--- config.mk ---
export PLATFORM = sky130hd
export DESIGN_NAME = lfsr_decrypt_ctrl
export DESIGN_NICKNAME = d
export VERILOG_FILES = /design/src/rtl/lfsr_decrypt_ctrl.sv
export SDC_FILE = /design/constraint.sdc
export NUM_CORES = 1
export LEC_CHECK = 0
export ABC_AREA = 1
export ABC_CLOCK_PERIOD_IN_PS = 3100
export CAP_MARGIN = 20
export CORE_AREA = 2 2 83 144
export CTS_CLUSTER_SIZE = 12
export DETAILED_ROUTE_END_ITERATION = 10
export DIE_AREA = 0 0 85 146
export GPL_ROUTABILITY_DRIVEN = 1
export GPL_TIMING_DRIVEN = 0
export PLACE_DENSITY = 0.79
export SLEW_MARGIN = 0
export SYNTH_ARGS = -nofsm -noshare
export SYNTH_HDL_FRONTEND = slang
export SYNTH_SLANG_ARGS = --single-unit
--- constraint.sdc ---
create_clock -name clk -period 3.1 [get_ports clk]
set_input_delay 0.62 -clock clk [delete_from_list [all_inputs] [get_ports clk]]
set_output_delay 0.62 -clock clk [all_outputs]
set_load 0.02 [all_outputs]
--- src/rtl/lfsr_decrypt_ctrl.sv ---
// lfsr_decrypt_ctrl
//   Fixed-function sequencer for the LFSR decryption flow. One run per launch:
//   buffers the ciphertext preamble, finds which of nine tap patterns produced
//   it, then decrypts MSG_LEN bytes from CT_BASE.. into address 0.. of the
//   single-port data memory and holds ack high until req is raised again.
//
// Ports
//   clk        : clock, all state changes on the rising edge
//   init_n     : asynchronous active-low reset
//   req        : high holds the block idle (and arms it); high->low launches a run
//   ack        : run complete (high in DONE)
//   err        : no tap pattern matched the preamble (valid with ack)
//   tap_idx    : index 0..8 of the matched tap pattern (valid with ack, !err)
//   mem_addr   : data-memory address
//   mem_wen    : data-memory write enable
//   mem_wdata  : data-memory write data
//   mem_rdata  : data-memory read data, one cycle after the address is sampled

module lfsr_decrypt_ctrl #(
   parameter int PRE_MIN = 10,
   parameter int MSG_LEN = 64,
   parameter int CT_BASE = 64
) (
   input  logic       clk,
   input  logic       init_n,
   input  logic       req,
   output logic       ack,
   output logic       err,
   output logic [3:0] tap_idx,
   output logic [7:0] mem_addr,
   output logic       mem_wen,
   output logic [7:0] mem_wdata,
   input  logic [7:0] mem_rdata
);

   localparam int LDW = $clog2(PRE_MIN + 1);

   typedef enum logic [2:0] {IDLE, LOAD, SEARCH, DEC_RD, DEC_WR, DONE} state_t;

   state_t           state, state_nxt;
   logic             armed;
   logic [LDW-1:0]   ld_cnt;
   logic [3:0]       sidx;
   logic [6:0]       lfsr;
   logic [5:0]       cnt;
   logic [6:0]       b [PRE_MIN];
   logic             match;

   // Ciphertext bit 7 carries no information.
   logic             ct_msb_unused;
   assign ct_msb_unused = mem_rdata[7];

   function automatic logic [6:0] tap_of(input logic [3:0] i);
      case (i)
         4'd0:    tap_of = 7'h60;
         4'd1:    tap_of = 7'h48;
         4'd2:    tap_of = 7'h78;
         4'd3:    tap_of = 7'h72;
         4'd4:    tap_of = 7'h6A;
         4'd5:    tap_of = 7'h69;
         4'd6:    tap_of = 7'h5C;
         4'd7:    tap_of = 7'h7E;
         4'd8:    tap_of = 7'h7B;
         default: tap_of = 7'h00;
      endcase
   endfunction

   function automatic logic [6:0] lfsr_next(input logic [6:0] s, input logic [6:0] t);
      lfsr_next = {s[5:0], ^(s & t)};
   endfunction

   // State register.
   // NOTE: sequential state is updated with non-blocking assignments only, so
   // every always_ff sees the pre-edge value of every other register.
   always_ff @(posedge clk or negedge init_n) begin
      if (!init_n) state <= IDLE;
      else         state <= state_nxt;
   end

   // Next state and memory-port outputs. Outputs are decoded from the current
   // state so that an asynchronous reset drops mem_wen immediately.
   // NOTE: every signal gets a default before the case, otherwise the
   // unassigned paths would infer latches.
   always_comb begin
      state_nxt = state;
      ack       = 1'b0;
      mem_addr  = 8'h00;
      mem_wen   = 1'b0;
      mem_wdata = 8'h00;

      // Candidate sidx explains the whole preamble if each buffered byte is
      // the LFSR successor of the one before it.
      match = 1'b1;
      for (int i = 0; i < PRE_MIN - 1; i++) begin
         if (lfsr_next(b[i], tap_of(sidx)) != b[i+1]) match = 1'b0;
      end

      case (state)
         IDLE: begin
            if (armed && !req) state_nxt = LOAD;
         end
         LOAD: begin
            // ld_cnt == PRE_MIN is the extra cycle that captures the last byte.
            if (ld_cnt < LDW'(PRE_MIN)) mem_addr = 8'(CT_BASE) + 8'(ld_cnt);
            if (ld_cnt == LDW'(PRE_MIN)) state_nxt = SEARCH;
         end
         SEARCH: begin
            if (match)              state_nxt = DEC_RD;
            else if (sidx == 4'd8)  state_nxt = DONE;
         end
         DEC_RD: begin
            mem_addr  = 8'(CT_BASE) + {2'b00, cnt};
            state_nxt = DEC_WR;
         end
         DEC_WR: begin
            mem_addr  = {2'b00, cnt};
            mem_wen   = 1'b1;
            mem_wdata = {1'b0, mem_rdata[6:0] ^ lfsr};
            if (cnt == 6'(MSG_LEN - 1)) state_nxt = DONE;
            else                        state_nxt = DEC_RD;
         end
         DONE: begin
            ack = 1'b1;
            if (req) state_nxt = IDLE;
         end
         default: state_nxt = IDLE;
      endcase
   end

   // Control and datapath registers.
   always_ff @(posedge clk or negedge init_n) begin
      if (!init_n) begin
         armed   <= 1'b0;
         err     <= 1'b0;
         tap_idx <= 4'd0;
         ld_cnt  <= '0;
         sidx    <= 4'd0;
         lfsr    <= 7'h00;
         cnt     <= 6'd0;
      end else begin
         case (state)
            IDLE: begin
               if (armed && !req) begin
                  // Launch: previous results are discarded here.
                  armed   <= 1'b0;
                  err     <= 1'b0;
                  tap_idx <= 4'd0;
                  ld_cnt  <= '0;
                  sidx    <= 4'd0;
               end else if (req) begin
                  armed <= 1'b1;
               end
            end
            LOAD: begin
               if (ld_cnt != LDW'(PRE_MIN)) ld_cnt <= ld_cnt + 1'b1;
            end
            SEARCH: begin
               if (match) begin
                  tap_idx <= sidx;
                  lfsr    <= b[0];
                  cnt     <= 6'd0;
               end else if (sidx == 4'd8) begin
                  err <= 1'b1;
               end else begin
                  sidx <= sidx + 4'd1;
               end
            end
            DEC_WR: begin
               lfsr <= lfsr_next(lfsr, tap_of(tap_idx));
               cnt  <= cnt + 6'd1;
            end
            DONE: begin
               if (req) armed <= 1'b1;
            end
            default: ;
         endcase
      end
   end

   // Preamble buffer. Byte for address CT_BASE+i arrives while ld_cnt == i+1.
   // NOTE: the buffer is deliberately left without reset; it is always fully
   // rewritten in LOAD before SEARCH reads it, and a reset would stop it
   // mapping onto plain storage.
   always_ff @(posedge clk) begin
      if (state == LOAD && ld_cnt != '0) b[ld_cnt - 1'b1] <= mem_rdata[6:0];
   end

endmodule

==> impl_metrics.env <==
export IMPL_yosysWarnings=0
export IMPL_gr_total_overflow=0
export IMPL_outcome="finished, final reports clean"
export IMPL_clockPowerShare_pct=23.4
export IMPL_antenna_found_initial=0
export IMPL_grt_pass1_wl_mm=29.6
export IMPL_drive_above_1_share_pct=7.38
export IMPL_portBuffers=30
export IMPL_cts_tree="yes"
export IMPL_clk_pin_slew_ns=0.07
export IMPL_hold_buffers=0
export IMPL_ctsLongestPathBuffers=2
export IMPL_worst_path_buf_inv=2
export IMPL_worstPathArrival_ns=2.39
export IMPL_postSynthAreaPerCell_um2=7.26
export IMPL_drv_slew=0
export IMPL_crit_family="buffers and inverters"
export IMPL_num_rows=51
export IMPL_tightest_slew_ns=0.999
export IMPL_startpoint_type="input pin"
export IMPL_layout_nets=998
export IMPL_period_share_pct=97.1
export IMPL_drt_iter0_markers=366
export IMPL_die_h_um=146
export IMPL_mostFrequentLayoutCells="nand2_1, inv_1, nand3_1"
export IMPL_syn_area_mm2=0.00667
export IMPL_cp_end_kind="output pin"
export IMPL_mostFrequentLayoutCell="nand2_1"
export IMPL_crit_fanout=11
export IMPL_ir_worst_vdd_v=0.000622
export IMPL_die_area_mm2=0.0124
export IMPL_synthArstFlopShare_pct=30.0
export IMPL_setup_violations=0
export IMPL_ys_flop_type="edfxtp_1"
export IMPL_cts_made_buffers=9
export IMPL_skew_ns=0.00687
export IMPL_p_seq_share_pct=40.1
export IMPL_crit_chain="clkdlybuf4s50_1 > xnor2_1 > nor2_1 > clkdlybuf4s50_1"
export IMPL_grt_max_degree=31
export IMPL_dp_final_hpwl_mm=15.0
export IMPL_drcViolationCount=0
export IMPL_design_core_area_mm2=0.0112
export IMPL_drt_pass1_iterations=6
export IMPL_grt_usage_pct=31.3
export IMPL_timing_fmax_mhz=332
export IMPL_clk_latency_ns=0.35
export IMPL_p_int_mw=2.80
export IMPL_leakage_nw=3.71
export IMPL_gp_congestion=0.992
export IMPL_cts_htree_levels=3
export IMPL_synthCells=918
export IMPL_routed_wl_mm=19.3
export IMPL_p_sw_share_pct=40.5
export IMPL_design_area_mm2=0.00763
export IMPL_seq_area_frac_synth_pct=42.8
export IMPL_die_w_um=85
export IMPL_ys_ff_latch=100
export IMPL_wl_per_cell_um=17.4
export IMPL_worstSetupPathType="input pin to output pin"
export IMPL_postRouteAntennaNets=0
export IMPL_relSlewSlack_pct=32.9
export IMPL_crit_top_cell="clkdlybuf4s50_1"
export IMPL_max_stage_delay_ns=0.75
export IMPL_slowest_stage="clkdlybuf4s50_1"
export IMPL_maxCapViolCount=0
export IMPL_n_antenna_cell=0
export IMPL_start_util_pct=59.7
export IMPL_final_setup_tns_ns=0
export IMPL_power_density_mw_per_mm2=616
export IMPL_required_ns=2.48
export IMPL_hp_class="input pin to asynchronous set/reset pin"
export IMPL_p_sw_mw=1.91
export IMPL_syn_to_final_growth_pct=14.5
export IMPL_synth_edf_count=70
export IMPL_hold_viol=0
export IMPL_via_count=6113
export IMPL_grt_pass1_vias=5761
export IMPL_synth_distinct_cells=30
export IMPL_ios=34
export IMPL_combPwrFrac_pct=36.5
export IMPL_cts_root_buf="clkbuf_16"
export IMPL_place_area_mm2=0.00714
export IMPL_clock_sinks=100
export IMPL_viasPerCell=5.52
export IMPL_fin_crit_ns=3.01
[power by group through the flow]
stage	logic [mW]	clock network (mW)	registers (mW)
after global routing	1.93	1.15	1.91
after global placement	1.59	0	1.91
after floorplan	1.16	0	1.83
after CTS	1.66	1.10	1.88
after detailed placement	1.62	0	1.91
final	1.72	1.10	1.89
[final timing paths]
kind	startpoint	endpoint	slack (ns)	cells past startpoint
max in group asynchronous	init_n	sidx[1]	2.27	1
worst min register to register	armed	armed	0.53	1
min in group clk	armed	armed	0.53	1
worst min-delay path	init_n	sidx[2]	0.32	1
worst max-delay path	mem_rdata[4]	mem_wdata[4]	0.09	4
worst max register to register	sidx[1]	lfsr[3]	0.15	20
[per-layer routing]
layer	track usage, %	routed length (µm)	vias up	part of all wire [%]
met5	0	0	-	0
met4	22.4	1480	0	7.7
met3	3.63	925	75	4.8
met2	55.8	10100	243	52
met1	33.1	6800	2742	35
li1	-	-	3053	-
[cell type report]
class,count,area [µm²]
Buffer,19,156
Clock buffer,9,225
Clock inverter,7,67.6
Fill cell,944,3530
Inverter,135,507
Multi-Input combinational cell,665,3270
Sequential cell,100,2860
Tap cell,132,165
Timing Repair Buffer,41,383
[flip-flops by register name, indices dropped and copies added, names as in the netlist]
name / flops
armed: 1
b: 70
ld_cnt: 4
err: 1
state: 3
cnt: 6
lfsr: 7
sidx: 4
tap_idx: 4
[cell families (layout without fill, tap and decap cells)]
family | Yosys count | after routing | synth area share [%]
and+or+nand+nor | 546 | 546 | 34.5
buffers and inverters | 154 | 211 | 9.52
DFF | 100 | 100 | 42.8
AOI/OAI and AO/OA | 63 | 63 | 5.09
xor gates and xnor gates | 38 | 38 | 4.99
adders and majority gates | 16 | 16 | 3.00
other | 1 | 2 | 0.0563
[cells in the mapped netlist (all sizes together), types with 3 or more instances]
| master | n | area [µm²] |
|---|---|---|
| a21oi | 12 | 60.1 |
| nand2 | 311 | 1170 |
| buf | 17 | 120 |
| nor2 | 87 | 329 |
| xnor2 | 18 | 158 |
| ha | 16 | 200 |
| o22ai | 5 | 31.3 |
| nand3 | 109 | 566 |
| inv | 133 | 499 |
| edfxtp | 70 | 2100 |
| nor3 | 9 | 45.0 |
| dfrtp | 30 | 751 |
| o211ai | 3 | 22.5 |
| nand4 | 29 | 181 |
| o21ai | 39 | 195 |
| xor2 | 20 | 175 |
[stage by stage]
stage,total power [mW],worst slack (ns),std cells,utilization (%),hold WS (ns)
finish,4.71,0.0890,1108,68.4,0.321
global route,4.99,-0.0232,1108,68.4,0.374
CTS,4.64,0.0261,1101,67.2,0.334
detailed placement,3.53,-0.258,1083,64.0,0.511
global placement,3.49,-0.158,1081,63.9,0.496
floorplan,2.99,0.574,919,-,0.324
[what timing repair did]
item,4_1_cts,5_1_grt
gates resized for setup,19,20
setup buffers,2,7
endpoints found under the setup margin,28,29
pin swaps,1,3
hold endpoints to repair,0,0
No activity file was read; power rests on OpenSTA's default activity.
